## src/rtl/subservient_wb_copier_if.sv

```systemverilog
`timescale 1ns/1ps
`default_nettype none
// ============================================================================
// Module   : subservient_wb_copier_if
// Brief    : Read-port and write-port Wishbone signals of the boot copier.
// Revision : 1.0 - initial release
// ============================================================================
interface subservient_wb_copier_if;
    logic [31:0] wb_rd_adr_o;
    logic        wb_rd_stb_o;
    logic [31:0] wb_rd_dat_i;
    logic        wb_rd_ack_i;
    logic [31:0] wb_wr_adr_o;
    logic [31:0] wb_wr_dat_o;
    logic [3:0]  wb_wr_sel_o;
    logic        wb_wr_we_o;
    logic        wb_wr_stb_o;
    logic        wb_wr_ack_i;

    modport master (
        output wb_rd_adr_o, wb_rd_stb_o,
        input  wb_rd_dat_i, wb_rd_ack_i,
        output wb_wr_adr_o, wb_wr_dat_o, wb_wr_sel_o, wb_wr_we_o, wb_wr_stb_o,
        input  wb_wr_ack_i
    );

    modport slave (
        input  wb_rd_adr_o, wb_rd_stb_o,
        output wb_rd_dat_i, wb_rd_ack_i,
        input  wb_wr_adr_o, wb_wr_dat_o, wb_wr_sel_o, wb_wr_we_o, wb_wr_stb_o,
        output wb_wr_ack_i
    );
endinterface
`default_nettype wire

```

## src/rtl/subservient_wb_copier.sv

```systemverilog
`timescale 1ns/1ps
`default_nettype none
// ============================================================================
// Module   : subservient_wb_copier
// Brief    : Copies LENGTH bytes from boot ROM to RAM, then releases CPU reset.
// Revision : 1.0 - initial release
// ============================================================================
module subservient_wb_copier #(
    parameter int unsigned LENGTH   = 0,
    parameter logic [31:0] SRC_BASE = 32'h0000_0000,
    parameter logic [31:0] DST_BASE = 32'h0000_0000
) (
    input  wire logic                      wb_clk_i,
    input  wire logic                      wb_rst_i,
    subservient_wb_copier_if.master        bus,
    output logic                           done_o,
    output logic                           cpu_rst_o
);

    localparam int unsigned WORDS = LENGTH / 4;
    localparam int unsigned IDXW  = $clog2(WORDS) + 1;
    localparam logic [IDXW-1:0] LAST_IDX = IDXW'(WORDS);

    typedef enum logic [1:0] {
        S_IDLE  = 2'd0,
        S_READ  = 2'd1,
        S_WRITE = 2'd2,
        S_DONE  = 2'd3
    } state_t;

    state_t          state_q, state_d;
    logic [IDXW-1:0] idx_q, idx_d;
    logic [31:0]     data_q, data_d;
    logic [IDXW-1:0] idx_inc;

    assign idx_inc = idx_q + IDXW'(1);

    always_ff @(posedge wb_clk_i) begin
        if (wb_rst_i) begin
            state_q <= S_IDLE;
            idx_q   <= '0;
            data_q  <= '0;
        end else begin
            state_q <= state_d;
            idx_q   <= idx_d;
            data_q  <= data_d;
        end
    end

    // Acks are only honoured in the state whose strobe is high.
    always_comb begin
        state_d = state_q;
        idx_d   = idx_q;
        data_d  = data_q;
        case (state_q)
            S_IDLE: begin
                if (WORDS != 0) state_d = S_READ;
                else            state_d = S_DONE;
            end
            S_READ: begin
                if (bus.wb_rd_ack_i) begin
                    data_d  = bus.wb_rd_dat_i;
                    state_d = S_WRITE;
                end
            end
            S_WRITE: begin
                if (bus.wb_wr_ack_i) begin
                    idx_d   = idx_inc;
                    state_d = (idx_inc == LAST_IDX) ? S_DONE : S_READ;
                end
            end
            default: state_d = S_DONE;
        endcase
    end

    assign bus.wb_rd_stb_o = (state_q == S_READ);
    assign bus.wb_wr_stb_o = (state_q == S_WRITE);
    assign bus.wb_rd_adr_o = SRC_BASE + (32'(idx_q) << 2);
    assign bus.wb_wr_adr_o = DST_BASE + (32'(idx_q) << 2);
    assign bus.wb_wr_dat_o = data_q;
    assign bus.wb_wr_sel_o = 4'hF;
    assign bus.wb_wr_we_o  = 1'b1;
    assign done_o          = (state_q == S_DONE);
    assign cpu_rst_o       = (state_q != S_DONE);

endmodule
`default_nettype wire

```

## src/flat_wrapper.sv

```systemverilog
// flat-port wrapper written by rule: the top's interface ports become plain ports
module subservient_wb_copier_flat 
#(
    parameter int unsigned LENGTH   = 0,
    parameter logic [31:0] SRC_BASE = 32'h0000_0000,
    parameter logic [31:0] DST_BASE = 32'h0000_0000
)
  (wb_clk_i, wb_rst_i, done_o, cpu_rst_o, bus_wb_rd_adr_o, bus_wb_rd_stb_o, bus_wb_rd_dat_i, bus_wb_rd_ack_i, bus_wb_wr_adr_o, bus_wb_wr_dat_o, bus_wb_wr_sel_o, bus_wb_wr_we_o, bus_wb_wr_stb_o, bus_wb_wr_ack_i);
  subservient_wb_copier_if bus_i ();
  input  wire logic wb_clk_i;
  input  wire logic wb_rst_i;
  output logic done_o;
  output logic cpu_rst_o;
  output wire logic [$bits(bus_i.wb_rd_adr_o)-1:0] bus_wb_rd_adr_o;
  output wire logic [$bits(bus_i.wb_rd_stb_o)-1:0] bus_wb_rd_stb_o;
  input wire logic [$bits(bus_i.wb_rd_dat_i)-1:0] bus_wb_rd_dat_i;
  input wire logic [$bits(bus_i.wb_rd_ack_i)-1:0] bus_wb_rd_ack_i;
  output wire logic [$bits(bus_i.wb_wr_adr_o)-1:0] bus_wb_wr_adr_o;
  output wire logic [$bits(bus_i.wb_wr_dat_o)-1:0] bus_wb_wr_dat_o;
  output wire logic [$bits(bus_i.wb_wr_sel_o)-1:0] bus_wb_wr_sel_o;
  output wire logic [$bits(bus_i.wb_wr_we_o)-1:0] bus_wb_wr_we_o;
  output wire logic [$bits(bus_i.wb_wr_stb_o)-1:0] bus_wb_wr_stb_o;
  input wire logic [$bits(bus_i.wb_wr_ack_i)-1:0] bus_wb_wr_ack_i;
  assign bus_wb_rd_adr_o = bus_i.wb_rd_adr_o;
  assign bus_wb_rd_stb_o = bus_i.wb_rd_stb_o;
  assign bus_i.wb_rd_dat_i = bus_wb_rd_dat_i;
  assign bus_i.wb_rd_ack_i = bus_wb_rd_ack_i;
  assign bus_wb_wr_adr_o = bus_i.wb_wr_adr_o;
  assign bus_wb_wr_dat_o = bus_i.wb_wr_dat_o;
  assign bus_wb_wr_sel_o = bus_i.wb_wr_sel_o;
  assign bus_wb_wr_we_o = bus_i.wb_wr_we_o;
  assign bus_wb_wr_stb_o = bus_i.wb_wr_stb_o;
  assign bus_i.wb_wr_ack_i = bus_wb_wr_ack_i;
  subservient_wb_copier #(.LENGTH(LENGTH), .SRC_BASE(SRC_BASE), .DST_BASE(DST_BASE)) u_core (.wb_clk_i(wb_clk_i), .wb_rst_i(wb_rst_i), .bus(bus_i), .done_o(done_o), .cpu_rst_o(cpu_rst_o));
endmodule
```

## config.mk

```make
export PLATFORM = sky130hd
export DESIGN_NAME = subservient_wb_copier_flat
export DESIGN_NICKNAME = d
export VERILOG_FILES = /design/src/rtl/subservient_wb_copier_if.sv /design/src/rtl/subservient_wb_copier.sv /design/src/flat_wrapper.sv
export SDC_FILE = /design/constraint.sdc
export NUM_CORES = 1
export LEC_CHECK = 0
export BUFFER_PORTS_ARGS = -buffer_cell sky130_fd_sc_hd__buf_2
export CAP_MARGIN = 20
export CORE_UTILIZATION = 41
export DETAILED_ROUTE_END_ITERATION = 8
export HOLD_SLACK_MARGIN = 0.15
export PLACE_DENSITY = 0.85
export SLEW_MARGIN = 0
export SYNTH_ARGS = -nofsm -noshare
export SYNTH_HDL_FRONTEND = slang
export SYNTH_SLANG_ARGS = --single-unit
```

## constraint.sdc

```tcl
create_clock -name wb_clk_i -period 1.8 [get_ports wb_clk_i]
set_input_delay 0.36 -clock wb_clk_i [delete_from_list [all_inputs] [get_ports wb_clk_i]]
set_output_delay 0.36 -clock wb_clk_i [all_outputs]
set_load 0.03 [all_outputs]
```

[Word-level counts from Yosys, hierarchy flattened]
Index checks and enable logic that the tools add are counted.
Operators by class
  $lt $le $gt $ge: 0
  multipliers: 0
  divide/modulo/power cells: 0
  reduce and logical (&&, ||, !) cells: 3
  shift operators: 0
  equality and inequality tests: 6
  mux-type cells: 4
  bitwise operators: 0
  $add $sub $neg: 1
Operator list (count)
  two-way mux 2 bit: 3
  AND reduction 2 bit: 3
  == test 2 bit, second input constant: 2
  inequality test 2 x 1 -> 1 bit, second input constant: 2
  one-hot mux 2 bit (2 select lines): 1
  == test 2 x 1 -> 1 bit, second input constant: 1
  inequality test 2 bit, second input constant: 1
  adder 1 bit, second input constant: 1
Storage, ports and cells
  word-level logic and storage cells: 17
  output and inout port bits: 105
  register bits after elaboration: 35
  latch bits: 0
  bits in writable memories: 0
  memories: 0
  ROM bits: 0

[Logic depth before layout (Yosys ltp)]
  word-level depth: 4
  mapped depth: 7

[Least setup slack after synthesis]
Ideal clock, no wire load.
  path type: reg-to-reg
  start: register u_core.state_q[0]
  end: register u_core.state_q[0]
  cell stages (with the launch flop): 6
  data required time: 1.685 ns
  setup time: 0.115 ns
  data arrival time: 1.276 ns
  setup slack: 0.409 ns
  cell sequence: dfxtp_1 inv_1 ha_1 nand2b_1 and2b_2 o21ba_2
On the way
  word-level cells in the longest chain between the ends: 3
  elaborated cells on any way between the ends: 6
RTL lines
  start, declared: RTL line subservient_wb_copier.sv:31  | state_t state_q, state_d;
  start signal, assigned: RTL line subservient_wb_copier.sv:44  | state_q <= state_d;
  == test 2 bit *
  via bus_wb_wr_stb_o: RTL line flat_wrapper.sv:22  | output wire logic [$bits(bus_i.wb_wr_stb_o)-1:0] bus_wb_wr_stb_o;
  inequality test 2 x 1 -> 1 bit (no source line)
  AND reduction 2 bit (no source line)
Mark *: on every way through the listed nets, which the timed path passes. The rest lies on a longest branch.
A chain may end at the register's enable or synchronous reset.

[Worst setup path after layout]
  start: register u_core.state_q[1]
  end: output bus_wb_rd_stb_o
On the way
  word-level cells in the longest chain between the ends: 1
RTL lines
  == test 2 x 1 -> 1 bit: RTL line subservient_wb_copier.sv:76  | assign bus.wb_rd_stb_o = (state_q == S_READ);
  end, declared: RTL line flat_wrapper.sv:15  | output wire logic [$bits(bus_i.wb_rd_stb_o)-1:0] bus_wb_rd_stb_o;
Every way passes these cells.

==> impl_metrics.csv <==
group,metric,value,unit
outcome,status,"complete, but fails checks",
outcome,failed_checks,"DRC",
clocking,cts_buffer_depth,2,
timing,post-route-period-util,0.836,
die,fp.coreArea,4440,sq um
global_route,met1_usage,0.145,
timing,slew_viol_final,0,
global_route,grt_usage,0.133,
placement,place_ws,455,ps
route,viasPerCell,4.12,
clocking,cts.clk_slew.worst_paths,70,ps
cells_and_area,layout.nets,345,
placement,dp_hpwl,2580,microns
cells_and_area,utilization,0.483,
power,p_leak,1.08,nW
worst_setup_path,crit_path_start_kind,"register",
timing,setup_ws,294,ps
cells_and_area,stdcell_count,356,
die,die_w,70.6,microns
worst_setup_path,crit_arrival,1150,ps
clocking,cts_tree,"done",
cells_and_area,areaGrowthSynthToFinish,11.1,%
clocking,cts_root_buf,"clkbuf_8",
global_route,grt-ovfl-total,0,
timing,finalHoldViolations,0,
worst_setup_path,end_kind,"output port",
timing,max_clock_freq,0.664,GHz
timing,min_period,1510,ps
yosys,synth_cells,234,
clocking,clock_latency,270,ps
die,rows,24,
yosys,synth.avg_cell_area,8.25,sq um
worst_hold_path,min_path_type,"input pin to register",
route,drt_iter0_drc,64,
clocking,cts_hold_buffers,0,
route,drc,19,
timing,final.setup.tns,0,ps
timing,skew,3.22,ps
placement,dp_cells,349,
global_route,met2_usage,0.239,
global_route,grt_antenna_before_repair,0,
clocking,post_cts_buffers,0,
yosys,yosysWarningCount,0,
clocking,clock_sinks,35,
global_route,grt_max_degree,20,
route,drt-pass1-iter-count,7,
global_route,grt_pass1_vias,1231,
global_route,busiest_layer,"met2",
cells_and_area,fin_area,2150,sq um
job,maxCapViolations,0,
die,die_h,70.6,microns
route,wl_per_cell,9.41,microns
route,routed_wl,3350,microns
worst_setup_path,cp_max_fo,5,
timing,grt_setup_unrepaired,"no",
die,initial_utilization,0.434,
timing,hold_ws,317,ps
yosys,synth-seq-area-share,0.363,
route,antenna_left,0,
die,dieArea,4990,sq um
power,ir_worst_vdd,0.000416,V
power,total_power,2.21,mW
worst_setup_path,critPathKind,"register to output port",
yosys,synth_cell_types,19,
placement,numPortBuffers,73,
placement,globalplace.congestion,0.649,
yosys,ys_seq_elements,35,
cells_and_area,diodes,0,
timing,setup_viol,0,
clocking,cts-htree-levels,2,
yosys,syn-cell-area,1930,sq um
route,vias,1468,
die,ios,141,
clocking,cts_resized,0,
worst_setup_path,crit_required,1440,ps
cells_and_area,layout-drive-gt1-share,0.345,
global_route,grt_first_pass_wirelength,5270,microns
power,p_per_area,1030,nW/um^2
clocking,cts_made_buffers,5,
global_route,grt_use_met3,0.0456,
placement,dpl_cell_area,2060,sq um
critical path: stages, from the launching register on:
cell,delay [ps]
dfxtp_1,400
inv_1,90
ha_1,200
buf_2,180
layout by cell type (no fill, tap or decap):
master	Yosys	layout
inv_1	3	3
o21ba_2	1	1
a311oi_1	1	1
and2b_2	1	1
conb_1	2	67
clkinv_2	0	1
dfxtp_1	35	35
a211oi_1	1	1
ha_1	5	5
nor2_1	1	1
a21oi_1	16	16
buf_4	69	4
nand2_1	66	66
buf_2	6	73
buf_12	0	1
clkbuf_8	0	6
a21oi_2	18	18
nand2b_1	2	2
and2_1	1	1
xor2_1	1	1
report_power, final:
group | internal (mW) | total [mW] | leakage (nW) | switching [mW]
clock | 0.300 | 0.554 | 0.0470 | 0.254
combinational | 0.196 | 0.761 | 0.748 | 0.565
sequential | 0.848 | 0.893 | 0.285 | 0.0445
state kept, by name, indices dropped and copies added, names as in the netlist:
name and cells:
u_core.idx_q 1, u_core.state_q 2, u_core.bus.wb_wr_dat_o 32
cells by family after synthesis:
group | share of synthesized area
buffers and inverters | 0.315
AND/OR/NAND/NOR | 0.145
AO/OA/AOI/OAI | 0.137
flip-flops | 0.363
adder cells (fa/ha/maj) | 0.0324
other | 0.00389
XOR/XNOR | 0.00454
synth_stat cells:
library cell / count / area [sq um]
buf_6: 4 / 45.0
nand2_1: 66 / 248
and2_1: 1 / 6.26
nor2_1: 1 / 3.75
a311oi_1: 1 / 8.76
conb_1: 2 / 7.51
clkbuf_1: 1 / 3.75
a21oi_1: 16 / 80.1
buf_4: 69 / 518
dfxtp_1: 35 / 701
o21ba_2: 1 / 10.0
buf_2: 6 / 30.0
xor2_1: 1 / 8.76
inv_1: 3 / 11.3
ha_1: 5 / 62.6
a21oi_2: 18 / 158
a211oi_1: 1 / 7.51
nand2b_1: 2 / 12.5
and2b_2: 1 / 8.76
routing by layer:
| layer | vias up | wire length, microns |
|---|---|---|
| li1 | 732 | - |
| met1 | 652 | 1380 |
| met2 | 80 | 1650 |
| met3 | 4 | 298 |
| met4 | 0 | 27 |
| met5 | - | 0 |
layout make-up:
| cell class | instances | area [sq um] |
|---|---|---|
| sequential | 35 | 701 |
| fill | 454 | 2300 |
| tap | 52 | 65.1 |
| timing repair buffer | 78 | 415 |
| inverter | 3 | 11.3 |
| clock inverter | 1 | 5.00 |
| clock buffer | 6 | 82.6 |
| multi-input combinational | 181 | 866 |
worst paths after layout:
| check | startpoint | endpoint | slack [ps] | depth (start not counted) |
|---|---|---|---|---|
| worst max-delay path | u_core.state_q[1]$_SDFFE_PP0P_ | bus_wb_rd_stb_o | 290 | 3 |
| worst min-delay path | bus_wb_rd_dat_i[18] | u_core.bus.wb_wr_dat_o[18]$_SDFFE_PP0P_ | 320 | 3 |
| worst max register to register | u_core.state_q[1]$_SDFFE_PP0P_ | u_core.bus.wb_wr_dat_o[1]$_SDFFE_PP0P_ | 460 | 6 |
| worst min register to register | u_core.bus.wb_wr_dat_o[14]$_SDFFE_PP0P_ | u_core.bus.wb_wr_dat_o[14]$_SDFFE_PP0P_ | 450 | 2 |
No activity file was read; power rests on OpenSTA's default activity.
